`src/rtl/conf_int_add_err_monitor_pkg.sv`:
```
`default_nettype none
// ============================================================================
// Module   : conf_int_add_err_pkg
// Brief    : Shared types, default widths and saturating-add helper for the
//            approximate-adder error monitor.
// Revision : 1.0 - initial release
// ============================================================================
package conf_int_add_err_pkg;

    localparam int c_DEF_OP_BITWIDTH = 32;
    localparam int c_DEF_NUM_SAMPLES = 500;
    localparam int c_DEF_CNT_W       = 16;
    localparam int c_DEF_ACC_W       = 48;
    // Widest accumulator the saturating-add helper supports
    localparam int c_SAT_MAX_W       = 128;

    typedef enum logic [1:0] {
        ST_IDLE  = 2'd0,
        ST_RUN   = 2'd1,
        ST_DRAIN = 2'd2,
        ST_DONE  = 2'd3
    } state_e;

    // Returns {saturated, result}; operands must already fit in 'width' bits.
    function automatic logic [c_SAT_MAX_W:0] sat_add(
        input logic [c_SAT_MAX_W-1:0] acc,
        input logic [c_SAT_MAX_W-1:0] inc,
        input int unsigned            width
    );
        logic [c_SAT_MAX_W:0]   sum;
        logic [c_SAT_MAX_W-1:0] mask;
        logic                   carry;
        mask  = ~({c_SAT_MAX_W{1'b1}} << width);
        sum   = {1'b0, acc} + {1'b0, inc};
        carry = |(sum >> width);
        if (carry) begin
            return {1'b1, mask};
        end
        return {1'b0, sum[c_SAT_MAX_W-1:0]};
    endfunction

endpackage
`default_nettype wire

```
`src/rtl/conf_int_add_err_monitor_if.sv`:
```
`default_nettype none
// ============================================================================
// Module   : conf_int_add_err_monitor_if
// Brief    : Sample stream and statistics bundle of the error monitor.
// Revision : 1.0 - initial release
// ============================================================================
interface conf_int_add_err_monitor_if
    import conf_int_add_err_pkg::*;
#(
    parameter int OP_BITWIDTH = c_DEF_OP_BITWIDTH,
    parameter int CNT_W       = c_DEF_CNT_W,
    parameter int ACC_W       = c_DEF_ACC_W
);

    logic                   start;
    logic                   in_valid;
    logic                   in_ready;
    logic [OP_BITWIDTH-1:0] a;
    logic [OP_BITWIDTH-1:0] b;
    logic [OP_BITWIDTH-1:0] d;
    logic                   busy;
    logic                   done;
    logic [CNT_W-1:0]       sample_cnt;
    logic [CNT_W-1:0]       mismatch_cnt;
    logic [OP_BITWIDTH:0]   max_abs_err;
    logic [ACC_W-1:0]       sum_abs_err;
    logic                   sum_sat;

    modport master (
        output start, in_valid, a, b, d,
        input  in_ready, busy, done, sample_cnt, mismatch_cnt,
               max_abs_err, sum_abs_err, sum_sat
    );

    modport slave (
        input  start, in_valid, a, b, d,
        output in_ready, busy, done, sample_cnt, mismatch_cnt,
               max_abs_err, sum_abs_err, sum_sat
    );

endinterface
`default_nettype wire

```
`src/rtl/conf_int_add_err_monitor_stage.sv`:
```
`default_nettype none
// ============================================================================
// Module   : conf_int_add_err_stage
// Brief    : Two-stage pipeline: exact sum and signed error, then |error|.
// Revision : 1.0 - initial release
// ============================================================================
module conf_int_add_err_stage
    import conf_int_add_err_pkg::*;
#(
    parameter int OP_BITWIDTH = c_DEF_OP_BITWIDTH
) (
    input  wire logic                   clk,
    input  wire logic                   rst,
    input  wire logic                   i_valid,
    input  wire logic [OP_BITWIDTH-1:0] i_a,
    input  wire logic [OP_BITWIDTH-1:0] i_b,
    input  wire logic [OP_BITWIDTH-1:0] i_d,
    output logic                        o_s1_valid,
    output logic                        o_valid,
    output logic [OP_BITWIDTH:0]        o_abs_err
);

    localparam int c_EW = OP_BITWIDTH + 1;

    logic [OP_BITWIDTH-1:0] w_exact;
    logic signed [c_EW-1:0] w_err;
    logic                   r_v1;
    logic signed [c_EW-1:0] r_err;
    logic                   r_v2;
    logic [c_EW-1:0]        r_abs;

    // One extra bit keeps d - exact exact for any pair of OP_BITWIDTH values
    assign w_exact = i_a + i_b;
    assign w_err   = $signed({i_d[OP_BITWIDTH-1], i_d})
                   - $signed({w_exact[OP_BITWIDTH-1], w_exact});

    always_ff @(posedge clk) begin
        if (rst) begin
            r_v1  <= 1'b0;
            r_err <= '0;
        end else begin
            r_v1 <= i_valid;
            if (i_valid) begin
                r_err <= w_err;
            end
        end
    end

    always_ff @(posedge clk) begin
        if (rst) begin
            r_v2  <= 1'b0;
            r_abs <= '0;
        end else begin
            r_v2 <= r_v1;
            if (r_v1) begin
                r_abs <= r_err[c_EW-1] ? $unsigned(-r_err) : $unsigned(r_err);
            end
        end
    end

    assign o_s1_valid = r_v1;
    assign o_valid    = r_v2;
    assign o_abs_err  = r_abs;

endmodule
`default_nettype wire

```
`src/rtl/conf_int_add_err_monitor.sv`:
```
`default_nettype none
// ============================================================================
// Module   : conf_int_add_err_monitor
// Brief    : Windowed error statistics for an approximate integer adder.
// Revision : 1.0 - initial release
// ============================================================================
module conf_int_add_err_monitor
    import conf_int_add_err_pkg::*;
#(
    parameter int OP_BITWIDTH = c_DEF_OP_BITWIDTH,
    parameter int NUM_SAMPLES = c_DEF_NUM_SAMPLES,
    parameter int CNT_W       = c_DEF_CNT_W,
    parameter int ACC_W       = c_DEF_ACC_W
) (
    input  wire logic                  clk,
    input  wire logic                  rst,
    conf_int_add_err_monitor_if.slave  bus
);

    generate
        if (NUM_SAMPLES < 1 || (NUM_SAMPLES >> CNT_W) != 0) begin : g_chk_samples
            $error("NUM_SAMPLES must be in [1, 2**CNT_W)");
        end
        if (ACC_W < OP_BITWIDTH + 1 || ACC_W >= c_SAT_MAX_W) begin : g_chk_acc
            $error("ACC_W must be in [OP_BITWIDTH+1, c_SAT_MAX_W)");
        end
    endgenerate

    state_e                 r_state;
    state_e                 w_state_nxt;
    logic                   w_in_ready;
    logic                   w_busy;
    logic                   w_done;
    logic                   w_clear;
    logic                   w_accept;
    logic                   w_last;
    logic                   w_s1_valid;
    logic                   w_s2_valid;
    logic [OP_BITWIDTH:0]   w_abs;
    logic [c_SAT_MAX_W:0]   w_sat_res;
    logic                   w_unused_sat;

    logic [CNT_W-1:0]       r_accept_cnt;
    logic [CNT_W-1:0]       r_sample_cnt;
    logic [CNT_W-1:0]       r_mismatch_cnt;
    logic [OP_BITWIDTH:0]   r_max_abs;
    logic [ACC_W-1:0]       r_sum;
    logic                   r_sum_sat;

    conf_int_add_err_stage #(
        .OP_BITWIDTH (OP_BITWIDTH)
    ) u_stage (
        .clk        (clk),
        .rst        (rst),
        .i_valid    (w_accept),
        .i_a        (bus.a),
        .i_b        (bus.b),
        .i_d        (bus.d),
        .o_s1_valid (w_s1_valid),
        .o_valid    (w_s2_valid),
        .o_abs_err  (w_abs)
    );

    always_ff @(posedge clk) begin
        if (rst) begin
            r_state <= ST_IDLE;
        end else begin
            r_state <= w_state_nxt;
        end
    end

    always_comb begin
        w_state_nxt = r_state;
        case (r_state)
            ST_IDLE:  if (bus.start) w_state_nxt = ST_RUN;
            ST_RUN:   if (w_accept && w_last) w_state_nxt = ST_DRAIN;
            // Stage 1 empty means stage 2 retires its last sample on this edge,
            // so the final stats and done appear together.
            ST_DRAIN: if (!w_s1_valid) w_state_nxt = ST_DONE;
            ST_DONE:  if (bus.start) w_state_nxt = ST_RUN;
            default:  w_state_nxt = ST_IDLE;
        endcase
    end

    always_comb begin
        w_in_ready = 1'b0;
        w_busy     = 1'b0;
        w_done     = 1'b0;
        w_clear    = 1'b0;
        case (r_state)
            ST_IDLE:  w_clear = bus.start;
            ST_RUN: begin
                w_in_ready = 1'b1;
                w_busy     = 1'b1;
            end
            ST_DRAIN: w_busy = 1'b1;
            ST_DONE: begin
                w_done  = 1'b1;
                w_clear = bus.start;
            end
            default: ;
        endcase
    end

    assign w_accept = bus.in_valid & w_in_ready;
    assign w_last   = (r_accept_cnt == CNT_W'(NUM_SAMPLES - 1));

    always_ff @(posedge clk) begin
        if (rst || w_clear) begin
            r_accept_cnt <= '0;
        end else if (w_accept) begin
            r_accept_cnt <= r_accept_cnt + 1'b1;
        end
    end

    assign w_sat_res    = sat_add(c_SAT_MAX_W'(r_sum), c_SAT_MAX_W'(w_abs), ACC_W);
    assign w_unused_sat = ^w_sat_res[c_SAT_MAX_W-1:ACC_W];

    always_ff @(posedge clk) begin
        if (rst || w_clear) begin
            r_sample_cnt   <= '0;
            r_mismatch_cnt <= '0;
            r_max_abs      <= '0;
            r_sum          <= '0;
            r_sum_sat      <= 1'b0;
        end else if (w_s2_valid) begin
            r_sample_cnt <= r_sample_cnt + 1'b1;
            if (w_abs != '0) begin
                r_mismatch_cnt <= r_mismatch_cnt + 1'b1;
            end
            if (w_abs > r_max_abs) begin
                r_max_abs <= w_abs;
            end
            r_sum <= w_sat_res[ACC_W-1:0];
            if (w_sat_res[c_SAT_MAX_W]) begin
                r_sum_sat <= 1'b1;
            end
        end
    end

    assign bus.in_ready     = w_in_ready;
    assign bus.busy         = w_busy;
    assign bus.done         = w_done;
    assign bus.sample_cnt   = r_sample_cnt;
    assign bus.mismatch_cnt = r_mismatch_cnt;
    assign bus.max_abs_err  = r_max_abs;
    assign bus.sum_abs_err  = r_sum;
    assign bus.sum_sat      = r_sum_sat;

endmodule
`default_nettype wire

```
`src/flat_wrapper.sv`:
```
// flat-port wrapper written by rule: the top's interface ports become plain ports
module conf_int_add_err_monitor_flat import conf_int_add_err_pkg::*;
#(
    parameter int OP_BITWIDTH = c_DEF_OP_BITWIDTH,
    parameter int NUM_SAMPLES = c_DEF_NUM_SAMPLES,
    parameter int CNT_W       = c_DEF_CNT_W,
    parameter int ACC_W       = c_DEF_ACC_W
)
  (clk, rst, bus_start, bus_in_valid, bus_a, bus_b, bus_d, bus_in_ready, bus_busy, bus_done, bus_sample_cnt, bus_mismatch_cnt, bus_max_abs_err, bus_sum_abs_err, bus_sum_sat);
  conf_int_add_err_monitor_if #(.OP_BITWIDTH(OP_BITWIDTH), .CNT_W(CNT_W), .ACC_W(ACC_W)) bus_i ();
  input  wire logic clk;
  input  wire logic rst;
  input wire logic [$bits(bus_i.start)-1:0] bus_start;
  input wire logic [$bits(bus_i.in_valid)-1:0] bus_in_valid;
  input wire logic [$bits(bus_i.a)-1:0] bus_a;
  input wire logic [$bits(bus_i.b)-1:0] bus_b;
  input wire logic [$bits(bus_i.d)-1:0] bus_d;
  output wire logic [$bits(bus_i.in_ready)-1:0] bus_in_ready;
  output wire logic [$bits(bus_i.busy)-1:0] bus_busy;
  output wire logic [$bits(bus_i.done)-1:0] bus_done;
  output wire logic [$bits(bus_i.sample_cnt)-1:0] bus_sample_cnt;
  output wire logic [$bits(bus_i.mismatch_cnt)-1:0] bus_mismatch_cnt;
  output wire logic [$bits(bus_i.max_abs_err)-1:0] bus_max_abs_err;
  output wire logic [$bits(bus_i.sum_abs_err)-1:0] bus_sum_abs_err;
  output wire logic [$bits(bus_i.sum_sat)-1:0] bus_sum_sat;
  assign bus_i.start = bus_start;
  assign bus_i.in_valid = bus_in_valid;
  assign bus_i.a = bus_a;
  assign bus_i.b = bus_b;
  assign bus_i.d = bus_d;
  assign bus_in_ready = bus_i.in_ready;
  assign bus_busy = bus_i.busy;
  assign bus_done = bus_i.done;
  assign bus_sample_cnt = bus_i.sample_cnt;
  assign bus_mismatch_cnt = bus_i.mismatch_cnt;
  assign bus_max_abs_err = bus_i.max_abs_err;
  assign bus_sum_abs_err = bus_i.sum_abs_err;
  assign bus_sum_sat = bus_i.sum_sat;
  conf_int_add_err_monitor #(.OP_BITWIDTH(OP_BITWIDTH), .NUM_SAMPLES(NUM_SAMPLES), .CNT_W(CNT_W), .ACC_W(ACC_W)) u_core (.clk(clk), .rst(rst), .bus(bus_i));
endmodule
```
`config.mk`:
```
export PLATFORM = sky130hd
export DESIGN_NAME = conf_int_add_err_monitor_flat
export DESIGN_NICKNAME = d
export VERILOG_FILES = /design/src/rtl/conf_int_add_err_monitor_pkg.sv /design/src/rtl/conf_int_add_err_monitor_if.sv /design/src/rtl/conf_int_add_err_monitor_stage.sv /design/src/rtl/conf_int_add_err_monitor.sv /design/src/flat_wrapper.sv
export SDC_FILE = /design/constraint.sdc
export NUM_CORES = 1
export LEC_CHECK = 0
export CAP_MARGIN = 20
export CORE_MARGIN = 2
export CORE_UTILIZATION = 44
export CTS_CLUSTER_DIAMETER = 100
export CTS_CLUSTER_SIZE = 24
export DETAILED_ROUTE_END_ITERATION = 16
export GPL_ROUTABILITY_DRIVEN = 0
export PLACE_DENSITY_LB_ADDON = 0.05
export SYNTH_ARGS = -nofsm -noshare
export SYNTH_HDL_FRONTEND = slang
export SYNTH_SLANG_ARGS = --single-unit
```
`constraint.sdc`:
```
create_clock -name clk -period 12.6 [get_ports clk]
set_clock_uncertainty 0.15 [all_clocks]
set_input_delay 1.26 -clock clk [delete_from_list [all_inputs] [get_ports clk]]
set_output_delay 1.26 -clock clk [all_outputs]
set_load 0.005 [all_outputs]
```
Yosys cells after proc, flatten, opt, wreduce, memory -nomap -nowiden. Cells that the tools add are included.

Add/subtract/negate cells: 7. $lt $le $gt $ge: 1. Eq/ne operators: 7. Multiplexer cells: 12. Bitwise logic cells: 1. Reduce and logical (&&, ||, !) cells: 11.

Operator list (count): $mux W129 (2); $reduce_or A81 Y1 (1); $add A48 B33 Y49 (1); $add A16 B1 Y16 const B (3); $gt A33 B33 Y1 (1); $mux W33 (1); $neg A33 Y33 (1); $reduce_bool A33 Y1 (1); $sub A32 B32 Y33 (1); $add A32 B32 Y32 (1); $eq A16 B9 Y1 const B (1); $mux W2 (3); $pmux W2 S3 (1); $reduce_and A2 Y1 (3); $mux W1 (5); $eq A2 B2 Y1 const B (2); $ne A2 B1 Y1 const B (2); $reduce_or A2 Y1 (2); $reduce_and A3 Y1 (1); $eq A2 B1 Y1 const B (1); $logic_not A2 Y1 (1); $ne A2 B2 Y1 const B (1); $and A1 B1 Y1 (1); $logic_and A1 B1 Y1 (1); $logic_or A1 B1 Y1 (1).

Bits in registers: 200. Input port bits: 100. Output and inout bits: 117. Word-level logic and storage cells: 50.

Longest topological paths before layout. Gate-level depths: netlist of the first run.

Word-level depth: 6. Depth in mapped cells: 23. Depth with buffers taken out: 22.

Cells and area by module. A second synthesis of the first run with hierarchy kept.

Cells, all modules: 1756. Area, all modules: 14167.3 um^2.

By module, submodules not included: conf_int_add_err_monitor (times used 1, cells each 1016, area each 8111.5 um^2, seq. area each 2642.5 um^2); conf_int_add_err_stage (times used 1, cells each 740, area each 6055.8 um^2, seq. area each 1361.3 um^2).

Worst setup path after synthesis of the first run. No wires, ideal clock.

Kind: input port to flip-flop. Start point: input port bus_b[0]. End point: register u_core.u_stage.r_err[31]. Setup time: 0.087 ns. Arrival time: 5.028 ns. Required time: 12.363 ns. Setup slack: 7.335 ns. Stages on the path: 23. Buffers on the path: 1. Cell sequence: ha_1 -> inv_1 -> fa_1 -> nor2b_1 -> o2111ai_1 -> nand3_1 -> nand3_1 -> and2_1 -> o21a_1 -> o21bai_1 -> a21oi_1 -> xor2_1 -> ha_1 -> clkbuf_1 -> a2111oi_0 -> o21ai_0 -> a41oi_1 -> o31a_1 -> nand2_1 -> a211oi_1 -> a21oi_1 -> xnor2_1 -> o31ai_1.

Longest elaborated chain between the ends: 2.

RTL lines: start: declaration (line flat_wrapper.sv:16) `input wire logic [$bits(bus_i.b)-1:0] bus_b;`; $add A32 B32 Y32 (line conf_int_add_err_monitor_stage.sv:33) `assign w_exact = i_a + i_b;`; $sub A32 B32 Y33 (line conf_int_add_err_monitor_stage.sv:35) `- $signed({w_exact[OP_BITWIDTH-1], w_exact});`; end signal: assignment (line conf_int_add_err_monitor_stage.sv:44) `r_err <= w_err;`; end: declaration (line conf_int_add_err_monitor_stage.sv:28) `logic signed [c_EW-1:0] r_err;`.

No other way between the ends. A chain may end at the register's enable or synchronous reset.

Worst setup path in the final report of the first run. Same ends and word-level chain as after synthesis.

==> out/qor_table.md, run 1 <==
| Parameter | Value |
| --- | --- |
| Type of the worst min-delay path | flop to flop |
| Most frequent standard cell in the layout excluding fill and tap cells | sky130_fd_sc_hd__clkdlybuf4s50_1 |
| Most frequent cells in the layout | sky130_fd_sc_hd__clkdlybuf4s50_1, sky130_fd_sc_hd__dfxtp_1, sky130_fd_sc_hd__nor2_1, sky130_fd_sc_hd__a21oi_1, sky130_fd_sc_hd__nand2_1 |
| Post-synthesis area per instance | 8.118 um^2 |
| Clock-pin transition on the worst setup and hold timing paths | 0.08 ns |
| Die ar. | 33080 um^2 |
| Max-Slew Margin vs Limit | 0.3817 |
| Startpoint type of the worst setup path | input port |
| Proportion of netlist area held by the largest area contributor | 0.2876 |
| Non-filler cells in the finished layout | 2314 |
| LEAKAGE | 6.954 nW |
| Slew of the pin with the lowest slew margin | 0.9274 ns |
| Capture endpoint of the worst hold path | u_core.bus.sum_sat |
| Cells after DPL | 2282 |
| Unrepaired setup endpoints after global routing | false |
| Status | finished clean |
| Routing usage on met2 | 0.3433 |
| Number of buffers added for setup after CTS | 0 |
| Antenna violations before repair | 1 |
| Quantity of I/O buffers inserted on ports | 216 |
| Global route overflow | 0 |
| Final Hold Viols | 0 |
| Post-synth EDFFs | 0 |
| Core box area | 31390 um^2 |
| Per-cell routed wire length | 15.11 um |
| Min cycle time layout | 5.988 ns |
| DRT antenna net count | 0 |
| Share of flip-flops with an asynchronous set or reset | 0 |
| Count of cells along the worst hold path | 2 |
| Layout overhead on the synthesized area | 22.77% |
| Synth warnings | 0 |
| Sequence of cells on the critical path | clkdlybuf4s50_1 > ha_1 > inv_1 > fa_1 > nor2b_1 > o2111ai_1 > nand3_1 > nand3_1 > a2111oi_0 > or4_1 > xnor2_1 > ha_1 > or2_2 > o31a_1 > a41oi_1 > o31a_1 > nand2_1 > a211oi_1 > a21oi_1 > xnor2_1 > o31ai_1 |
| Arrival time at the worst endpoint | 6.20 ns |
| Fraction of the yosys area taken by sequential cells | 0.2876 |
| Power Dens Cells | 124.7 nW/um^2 |
| Worst path buffer plus inverter count | 2 |
| Leading cell types by total area after synthesis | sky130_fd_sc_hd__dfxtp_1, sky130_fd_sc_hd__ha_1, sky130_fd_sc_hd__a21oi_1 |
| First-iteration detailed-routing DRC count | 697 |
| Post-synthesis cell type with the largest combined area | sky130_fd_sc_hd__dfxtp_1 |
| Setup violation total in the final timing report | 0 |
| GR met1 Demand/Resource | 0.2893 |
| DRC | 0 |
| Detailed-placement wirelength estimate | 27.54 mm |
| Synth Register Bits | 200 |
| Vias/cell | 5.492 |
| Via count of the first global-routing pass | 11660 |
| Die X-Extent | 181.9 um |
| Detailed-router iteration count before antenna repair | 5 |
| Achievable clock frequency | 0.1670 GHz |
| Site Rows | 65 |
| Required time at the worst-slack endpoint | 12.81 ns |
| R2r endpoint | u_core.bus.sum_abs_err[33] |
| Pin count of the biggest net entering global routing | 87 |
| Setup TNS after final layout | 0 ns |
| Clock tree from TritonCTS | built |
| Insertion delay of the later-clocked pin in the worst-skew pair | 0.45 ns |
| Vertical die dimension | 181.9 um |
| Number of nets in the finished design | 2140 |
| Most used flip-flop cell after synthesis | sky130_fd_sc_hd__dfxtp_1 |
| Path depth of the worst reg2reg path | 12 |
| Total clock buffers created by CTS | 17 |
| H-tree levels | 4 |
| Final period util | 0.4752 |
| RR Startpoint | u_core.u_stage.o_abs_err[0] |
| Path type of the worst setup path | input port to flop |
| Stage delay of the slowest cell on the critical path | 0.74 ns |
| Met3 usage | 0.02667 |
| Slowest cell on crit path | sky130_fd_sc_hd__a2111oi_0 |
| Total via count after detailed routing | 12710 |
| Gate Count Post-Synth | 1715 |
| CTS sink count | 200 |
| Clock Root Buffer | sky130_fd_sc_hd__clkbuf_16 |
| Fraction of layout cells with a size suffix above 1 | 0.03713 |
| Starting density of the core | 0.4435 |
| Slew Limit Fails | 0 |
| Capturing element type of the critical path | flop |
| Reg2Reg Setup Slack | 8.80 ns |
| Detailed Route WL | 34.96 mm |
| Post-synth cell types | 73 |
| Wire length of the first global-routing pass | 57.34 mm |
| Buffers from clock root to sink, at most | 2 |
| Maximum net fanout on the critical path | 6 |
| Global Route Usage Sum | 0.2079 |
| Number of gates given a new drive strength after cts | 0 |
| Busiest layer in global routing | met2 |
| Post-synth net total | 1955 |
| Hold Startpoint | u_core.bus.sum_sat |
| Maximum resistive drop on vdd | 0.00009659 V |
| Count of max-cap constraint violations | 0 |
| I/O Pins | 217 |
| Post-synthesis instance area | 13920 um^2 |
| Final antenna diode count | 0 |
| Family of cells with the greatest summed delay on the critical path | compound AO/OA/AOI/OAI gates |
| CTS Hold Bufs | 0 |
==> final cells by class <==
type	count	area (um^2)
tap	402	503.0
fill	3036	14300
inverter	67	251.5
timing repair buffer	226	2267
clock inverter	14	180.2
sequential	200	4005
clock buffer	17	425.4
multi-input combinational	1388	9460
==> cell usage after synthesis, types with 14 or more instances <==
cell,count
sky130_fd_sc_hd__a211oi_1,47
sky130_fd_sc_hd__a21o_1,67
sky130_fd_sc_hd__a21oi_1,170
sky130_fd_sc_hd__a31oi_1,14
sky130_fd_sc_hd__and3_1,26
sky130_fd_sc_hd__clkbuf_1,50
sky130_fd_sc_hd__dfxtp_1,200
sky130_fd_sc_hd__ha_1,137
sky130_fd_sc_hd__inv_1,67
sky130_fd_sc_hd__mux2i_1,41
sky130_fd_sc_hd__nand2_1,142
sky130_fd_sc_hd__nand2b_1,15
sky130_fd_sc_hd__nand3_1,38
sky130_fd_sc_hd__nand4_1,25
sky130_fd_sc_hd__nor2_1,181
sky130_fd_sc_hd__nor2b_1,14
sky130_fd_sc_hd__nor3_1,22
sky130_fd_sc_hd__nor4_1,16
sky130_fd_sc_hd__o21a_1,19
sky130_fd_sc_hd__o21ai_0,95
sky130_fd_sc_hd__o31ai_1,21
sky130_fd_sc_hd__or3_1,17
sky130_fd_sc_hd__xnor2_1,56
sky130_fd_sc_hd__xor2_1,93
==> worst reg2reg max path: cells and delay by family, from the launching register on <==
kind,cells,cell delay [ns]
flops,1,0.57
fa+ha+maj,2,0.71
compound gates,5,1.32
buf+inv,1,0.07
simple gates,4,0.91
==> flip-flops by register name, indices dropped and copies added, names as in the netlist <==
signal and cells:
u_core.bus.mismatch_cnt 16, u_core.bus.sum_abs_err 48, u_core.u_stage.o_valid 1, u_core.r_accept_cnt 16, u_core.r_state 2, u_core.bus.sample_cnt 16, u_core.u_stage.o_s1_valid 1, u_core.bus.max_abs_err 33
u_core.u_stage.o_abs_err 33, u_core.u_stage.r_err 33, u_core.bus.sum_sat 1
==> per-stage QoR <==
stage | util | power [mW] | area, um^2 | setup WS [ns] | hold slack, ns
finish | 0.5445 | 2.131 | 17090 | 6.612 | 0.3343
global route | 0.5445 | 2.281 | 17090 | 6.318 | 0.3497
CTS | 0.5436 | 2.147 | 17070 | 6.620 | 0.3354
detailed placement | 0.5243 | 1.573 | 16460 | 6.175 | 0.3260
global placement | 0.5234 | 1.561 | 16430 | 6.342 | 0.3127
floorplan | - | 1.351 | 13920 | 7.335 | 0.3010
==> per-layer routing <==
metal | vias to the layer above | routed length [um]
li1 | 6627 | -
met1 | 5789 | 17670
met2 | 261 | 15600
met3 | 31 | 1240
met4 | 0 | 446
met5 | - | 0
==> power breakdown <==
part,internal [mW],switching [mW]
clock,0.302,0.266
combinational,0.361,0.460
sequential,0.677,0.0658
total,1.34,0.792
==> cell families (layout without fill, tap and decap cells) <==
family	count (synthesis)	after routing	synth area share
AO/OA/AOI/OAI	516	516	0.2383
XOR/XNOR	149	149	0.09374
adder cells (fa/ha/maj)	140	140	0.1274
buffers and inverters	127	324	0.03478
flip-flops	200	200	0.2876
multiplexers	42	42	0.03029
AND/OR/NAND/NOR	541	541	0.1878
==> worst max-delay path by stage <==
| stage | startpoint | to | slack (ns) | cells past startpoint |
|---|---|---|---|---|
| 6_report | bus_b[0] | u_core.u_stage.r_err[31] | 6.61 | 21 |
| 5_1_grt | bus_b[0] | u_core.u_stage.r_err[31] | 6.32 | 21 |
| 4_1_cts | bus_b[0] | u_core.u_stage.r_err[31] | 6.62 | 21 |
| 3_5_place_dp | bus_b[0] | u_core.u_stage.r_err[31] | 6.17 | 21 |
| 3_3_place_gp | bus_b[0] | u_core.u_stage.r_err[31] | 6.34 | 21 |
| 2_1_floorplan | bus_b[0] | u_core.u_stage.r_err[31] | 7.33 | 23 |
Power figures use the tool's default switching activity.
==> run 2, diff against run 1 <==
- clock period: 12.6 -> 5.2 ns (I/O delays scaled with it)
==> run 2 against run 1 <==
Flip-flop and latch count unchanged. Critical path depth rose by 3. Sequential share of layout area decreased by 0.31 points. Cell area is 1.4% higher. Sequential power up 140%. Combinational power increased by 150%. Routed wire length rose by 1.0%. Cell count is 1.1% higher. Setup slack lost 6.2 ns. First-iteration DRC count is 7.9% higher. Register-to-register slack got worse by 7.4 ns. Global-route usage increased by 0.33 points. Highest routed layer unchanged.
==> out/qor_table.md, run 2 (synthesized netlist as in run 1, its figures left out) <==
| Parameter | Value | Delta |
| --- | --- | --- |
| Global route overflow | 0 | unchanged |
| First-iteration detailed-routing DRC count | 752 | +7.9% |
| Slew of the pin with the lowest slew margin | 1.001 ns | +0.07351 ns |
| Number of buffers added for setup after CTS | 0 | unchanged |
| Quantity of I/O buffers inserted on ports | 216 | unchanged |
| Capturing element type of the critical path | flop |  |
| Core occupancy in the finished layout | 0.5519 | +0.007413 |
| Number of fill cells | 2985 | -1.7% |
| DRT antenna net count | 0 | unchanged |
| Sequence of cells on the critical path | clkdlybuf4s50_1 > ha_1 > inv_1 > fa_1 > nor2b_1 > o2111ai_1 > nand3_1 > nand3_1 > and2_1 > o21a_1 > o21bai_1 > a21oi_1 > xor2_1 > ha_1 > buf_4 > and3_1 > nand2_1 > a2111oi_2 > nor4_1 > buf_4 > o31ai_1 > xor2_1 > nand2_1 > a21oi_1 |  |
| LEAKAGE | 7.094 nW | +2.0% |
| Register area | 4005 um^2 | unchanged |
| Via count of the first global-routing pass | 11840 | +1.6% |
| Arrival time at the worst endpoint | 4.98 ns | -1.22 ns |
| CTS sink count | 200 | unchanged |
| Setup violation total in the final timing report | 0 | unchanged |
| Clock tree from TritonCTS | built |  |
| Final Hold Viols | 0 | unchanged |
| Setup TNS after final layout | 0 ns | unchanged |
| Count of max-cap constraint violations | 0 | unchanged |
| Slack of the critical path | 0.4428 ns | -6.169 ns |
| Number of flip-flops under the largest register name | 48 | unchanged |
| Stage delay of the slowest cell on the critical path | 0.46 ns | -0.28 ns |
| Min cycle time layout | 4.757 ns |  |
| Most frequent cells in the layout | sky130_fd_sc_hd__clkdlybuf4s50_1, sky130_fd_sc_hd__dfxtp_1, sky130_fd_sc_hd__nor2_1, sky130_fd_sc_hd__a21oi_1, sky130_fd_sc_hd__nand2_1 |  |
| Detailed-placement wirelength estimate | 27.78 mm | +0.85% |
| Clock Root Buffer | sky130_fd_sc_hd__clkbuf_16 |  |
| Starting density of the core | 0.4435 | unchanged |
| Required time at the worst-slack endpoint | 5.42 ns | -7.39 ns |
| Max-Slew Margin vs Limit | 0.3270 | -0.05471 |
| Status | finished clean |  |
| H-tree levels | 4 | unchanged |
| Number of gates given a new drive strength after cts | 0 | unchanged |
| DRC | 0 | unchanged |
| Per-cell routed wire length | 15.09 um | -0.12% |
| Area taken by multi-input logic gates | 9470 um^2 | +0.11% |
| Power Dens Cells | 304.6 nW/um^2 | +140% |
| Site Rows | 65 | unchanged |
| Cells after DPL | 2307 | +1.1% |
| Worst slack at placement | -0.1514 ns | -6.326 ns |
| Startpoint type of the worst setup path | input port |  |
| Total clock buffers created by CTS | 17 | unchanged |
| Detailed Route WL | 35.30 mm | +1.0% |
| Core box area | 31390 um^2 | unchanged |
| I/O Pins | 217 | unchanged |
| CTS Hold Bufs | 0 | unchanged |
| Wire length of the first global-routing pass | 58.42 mm | +1.9% |
| Slowest cell on crit path | sky130_fd_sc_hd__clkdlybuf4s50_1 |  |
| Layout overhead on the synthesized area | 24.45% |  |
| Antenna violations before repair | 0 | -1 |
| Most frequent standard cell in the layout excluding fill and tap cells | sky130_fd_sc_hd__clkdlybuf4s50_1 |  |
| Global Route Usage Sum | 0.2112 | +0.003336 |
| Vertical die dimension | 181.9 um | unchanged |
| Maximum resistive drop on vdd | 0.0001830 V | +89% |
| Clock-pin transition on the worst setup and hold timing paths | 0.07 ns | about the same |
| Post-route total power | 5.278 mW | +150% |
| Achievable clock frequency | 0.2102 GHz |  |
| Final period util | 0.9148 |  |
| Detailed-router iteration count before antenna repair | 5 | unchanged |
| Non-filler cells in the finished layout | 2340 | +1.1% |
| Maximum net fanout on the critical path | 8 | +2 |
| Final antenna diode count | 0 | unchanged |
| Total via count after detailed routing | 12800 | +0.71% |
| Number of nets in the finished design | 2165 | +1.2% |
| Insertion delay of the later-clocked pin in the worst-skew pair | 0.45 ns | about the same |
| Buffers from clock root to sink, at most | 2 | unchanged |
| Unrepaired setup endpoints after global routing | false |  |
| Type of the worst min-delay path | flop to flop |  |
| Worst path buffer plus inverter count | 4 | +2 |
| Family of cells with the greatest summed delay on the critical path | compound AO/OA/AOI/OAI gates |  |
| Die ar. | 33080 um^2 | unchanged |
| Slew Limit Fails | 0 | unchanged |
| Vias/cell | 5.469 | -0.41% |
| Pin count of the biggest net entering global routing | 71 | -18% |
| Die X-Extent | 181.9 um | unchanged |
| Path type of the worst setup path | input port to flop |  |
| Fraction of layout cells with a size suffix above 1 | 0.05108 | +0.01395 |
[run 2: cell types whose count changed in the layout (fill, tap and decap cells not counted), sizes merged]
cell | before | now
buf | 11 | 36
bufinv | 2 | 3
[run 2: where the power goes]
part	leakage [nW]	total [mW]	switching [mW]	internal (mW)
logic	5.18	2.04	1.12	0.920
clock network	0.301	1.43	0.648	0.778
registers	1.62	1.81	0.170	1.64
[run 2: routing by layer]
metal | track usage | part of all wire
met1 | 0.2940 | 0.50
met2 | 0.3520 | 0.45
met3 | 0.02547 | 0.035
met4 | 0.04419 | 0.0089
met5 | 0 | 0
[run 2: tightest hold or removal path: stages (launching register included)]
cell and delay, ns:
sky130_fd_sc_hd__dfxtp_1 0.33, sky130_fd_sc_hd__nand2_1 0.06, sky130_fd_sc_hd__a21oi_1 0.05
[run 2: cell type report]
| cell class | instances | share of cell area |
|---|---|---|
| clock buffer | 17 | 0.02455 |
| clock inverter | 15 | 0.01170 |
| inverter | 67 | 0.01452 |
| multi-input combinational | 1388 | 0.5466 |
| sequential | 200 | 0.2312 |
| tap | 402 | 0.02903 |
| timing repair buffer | 251 | 0.1424 |
[run 2: path summary, 6_finish.rpt]
path	start	endpoint	slack [ns]	cells past startpoint
setup reg to reg	u_core.u_stage.o_abs_err[0]	u_core.bus.sum_abs_err[4]	1.40	10
setup / recovery	bus_b[0]	u_core.u_stage.r_err[28]	0.44	24
hold / removal	u_core.u_stage.r_err[16]	u_core.u_stage.r_err[16]	0.32	2
hold reg to reg	u_core.u_stage.r_err[16]	u_core.u_stage.r_err[16]	0.32	2
[run 2: per-stage QoR]
step	hold WS [ns]	area, um^2
floorplan	0.3010	13920
global placement	0.3134	16620
detailed placement	0.3155	16660
CTS	0.3251	17290
global route	0.3509	17330
finish	0.3228	17330
==> run 3, diff against run 2 <==
- CORE_UTILIZATION: 44 -> 49
==> run 3 against run 2 <==
Sequential power hardly changed. Combinational power hardly changed. Routed wire length is 2.1% lower. Power is 2.4% lower. Utilization is 6.6 points higher. Sequential share of layout area is 0.14 points higher. Clock-buffer cell count is 1 higher. Critical path type unchanged.
==> out/qor_table.md, run 3 (synthesized netlist as in run 1, its figures left out) <==
| Parameter | Value | Delta |
| --- | --- | --- |
| Status | finished clean |  |
| Max-Slew Margin vs Limit | 0.3833 | +0.05630 |
| Area after DPL | 16610 um^2 | -0.30% |
| Stage delay of the slowest cell on the critical path | 0.46 ns | about the same |
| Arrival time at the worst endpoint | 5.03 ns | +0.05 ns |
| Fraction of layout cells with a size suffix above 1 | 0.04954 | -0.001548 |
| Area taken by multi-input logic gates | 9460 um^2 | -0.11% |
| R2r endpoint | u_core.bus.sum_abs_err[33] |  |
| RR Startpoint | u_core.u_stage.o_abs_err[0] |  |
| Slew of the pin with the lowest slew margin | 0.9172 ns | -0.08373 ns |
| Pin count of the biggest net entering global routing | 70 | -1.4% |
| Path type of the worst setup path | input port to flop |  |
| Power Dens Cells | 299.0 nW/um^2 | -1.8% |
| Number of buffers added for setup after CTS | 0 | unchanged |
| Required time at the worst-slack endpoint | 5.41 ns | about the same |
| Type of the worst min-delay path | flop to flop |  |
| Total via count after detailed routing | 12840 | +0.30% |
| Site Rows | 61 | -6.2% |
| Per-cell routed wire length | 14.92 um | -1.1% |
| H-tree levels | 4 | unchanged |
| Layout overhead on the synthesized area | 23.69% |  |
| Number of flip-flops under the largest register name | 48 | unchanged |
| Maximum resistive drop on vdd | 0.0002208 V | +21% |
| Crit. path cell count | 24 | unchanged |
| Sequence of cells on the critical path | clkdlybuf4s50_1 > ha_1 > inv_1 > fa_1 > nor2b_1 > o2111ai_1 > nand3_1 > nand3_1 > and2_1 > o21a_1 > buf_4 > o21bai_1 > a21oi_1 > xor2_1 > ha_1 > and3_1 > nand2_1 > a2111oi_1 > nor4_1 > buf_4 > o221ai_1 > xor2_1 > nand2_1 > a21oi_1 |  |
| Number of nets in the finished design | 2165 | unchanged |
| Register area | 4005 um^2 | unchanged |
| Total clock buffers created by CTS | 17 | unchanged |
| Count of max-cap constraint violations | 0 | unchanged |
| Min cycle time layout | 4.817 ns | +0.05960 ns |
| Vertical die dimension | 172.6 um | -5.1% |
| Final antenna diode count | 0 | unchanged |
| Setup violation total in the final timing report | 0 | unchanged |
| Detailed-router iteration count before antenna repair | 5 | unchanged |
| Core box area | 27860 um^2 | -11% |
| Hold Startpoint | u_core.u_stage.r_err[5] |  |
| Wire length of the first global-routing pass | 57.24 mm | -2.0% |
| Buffers from clock root to sink, at most | 2 | unchanged |
| Count of cells along the worst hold path | 2 | unchanged |
| Insertion delay of the later-clocked pin in the worst-skew pair | 0.44 ns | about the same |
| Die ar. | 29780 um^2 | -10% |
| Startpoint type of the worst setup path | input port |  |
| Clock-pin transition on the worst setup and hold timing paths | 0.08 ns | about the same |
| Number of gates given a new drive strength after cts | 0 | unchanged |
| Worst slack on hold paths | 0.3308 ns | +0.008032 ns |
| Clock tree from TritonCTS | built |  |
| Vias/cell | 5.543 | +1.3% |
| Maximum net fanout on the critical path | 3 | -5 |
| Antenna violations before repair | 0 | unchanged |
| Slowest cell on crit path | sky130_fd_sc_hd__clkdlybuf4s50_1 |  |
| Most frequent cells in the layout | sky130_fd_sc_hd__clkdlybuf4s50_1, sky130_fd_sc_hd__dfxtp_1, sky130_fd_sc_hd__nor2_1, sky130_fd_sc_hd__a21oi_1, sky130_fd_sc_hd__nand2_1 |  |
| Achievable clock frequency | 0.2076 GHz | -1.2% |
| Number of fill cells | 2546 | -15% |
| I/O Pins | 217 | unchanged |
| Starting density of the core | 0.4998 | +0.05627 |
| Slew Limit Fails | 0 | unchanged |
| Capture endpoint of the worst hold path | u_core.u_stage.r_err[5] |  |
| Final std cell area, no fill | 17220 um^2 | -0.61% |
| Die X-Extent | 172.6 um | -5.1% |
| Final Hold Viols | 0 | unchanged |
| LEAKAGE | 7.070 nW | -0.34% |
| Capturing element type of the critical path | flop |  |
| DRT antenna net count | 0 | unchanged |
| DRC | 0 | unchanged |
| Via count of the first global-routing pass | 11830 | -0.12% |
| First-iteration detailed-routing DRC count | 701 | -6.8% |
| Global route overflow | 0 | unchanged |
| Most frequent standard cell in the layout excluding fill and tap cells | sky130_fd_sc_hd__clkdlybuf4s50_1 |  |
| Clock Root Buffer | sky130_fd_sc_hd__clkbuf_16 |  |
| Unrepaired setup endpoints after global routing | false |  |
| Detailed-placement wirelength estimate | 27.17 mm | -2.2% |
| Quantity of I/O buffers inserted on ports | 216 | unchanged |
| Global Route Usage Sum | 0.2252 | +0.01396 |
| Detailed Route WL | 34.56 mm | -2.1% |
| CTS sink count | 200 | unchanged |
| Final period util | 0.9263 | +0.01146 |
| Path depth of the worst reg2reg path | 12 | +2 |
| Worst path buffer plus inverter count | 4 | unchanged |
| Reg2Reg Setup Slack | 1.45 ns | +0.05 ns |
| Family of cells with the greatest summed delay on the critical path | compound AO/OA/AOI/OAI gates |  |
| CTS Hold Bufs | 0 | unchanged |
[run 3: changes by cell type in the layout (fill, tap and decap cells not counted), sizes merged]
cell and change:
clkinvlp -2, bufinv -3, clkinv +5, clkbuf +1, inv -1
[run 3: layout make-up]
cell class	count	share of cell area
clock buffers	18	0.02492
repair buffers	251	0.1421
clock inverters	14	0.008937
well taps	378	0.02746
flip-flops and latches	200	0.2326
inverters	67	0.01460
multi-input cells	1388	0.5494
[run 3: through the flow]
stage	util	std cells	worst slack, ns	total power [mW]	setup TNS [ns]
2_1_floorplan	-	1715	0.6746	3.274	0
3_3_place_gp	0.5957	2282	0.01268	3.812	0
3_5_place_dp	0.5962	2283	-0.04655	3.845	-0.1132
4_1_cts	0.6172	2315	0.3661	5.168	0
5_1_grt	0.6181	2316	0.02962	5.512	0
6_report	0.6181	2316	0.3832	5.149	0
[run 3: tightest hold or removal path, stage by stage, from the launching register on]
cell                      delay (ns)
sky130_fd_sc_hd__dfxtp_1        0.33
sky130_fd_sc_hd__nand2_1        0.06
sky130_fd_sc_hd__a21oi_1        0.05
[run 3: metal layers]
metal  vias up  global-route usage  wire [um]
met5         -                   0          0
met4         0             0.05306        439
met3        29             0.02661       1281
met2       270              0.3795      15800
met1      5871              0.3080      17030
li1       6667                   -          -
[run 3: power breakdown]
part	switching, mW	total (mW)	leakage, nW	internal [mW]
registers	0.167	1.81	1.62	1.64
logic	1.12	2.03	5.17	0.910
clock network	0.666	1.31	0.287	0.648
total	1.95	5.15	7.07	3.20
[run 3: worst max-delay path by stage]
stage	start	endpoint
6_report	bus_a[0]	u_core.u_stage.r_err[30]
5_1_grt	bus_a[0]	u_core.u_stage.r_err[30]
4_1_cts	bus_a[0]	u_core.u_stage.r_err[30]
3_5_place_dp	bus_a[0]	u_core.u_stage.r_err[28]
3_3_place_gp	bus_b[0]	u_core.u_stage.r_err[28]
2_1_floorplan	bus_b[0]	u_core.u_stage.r_err[31]
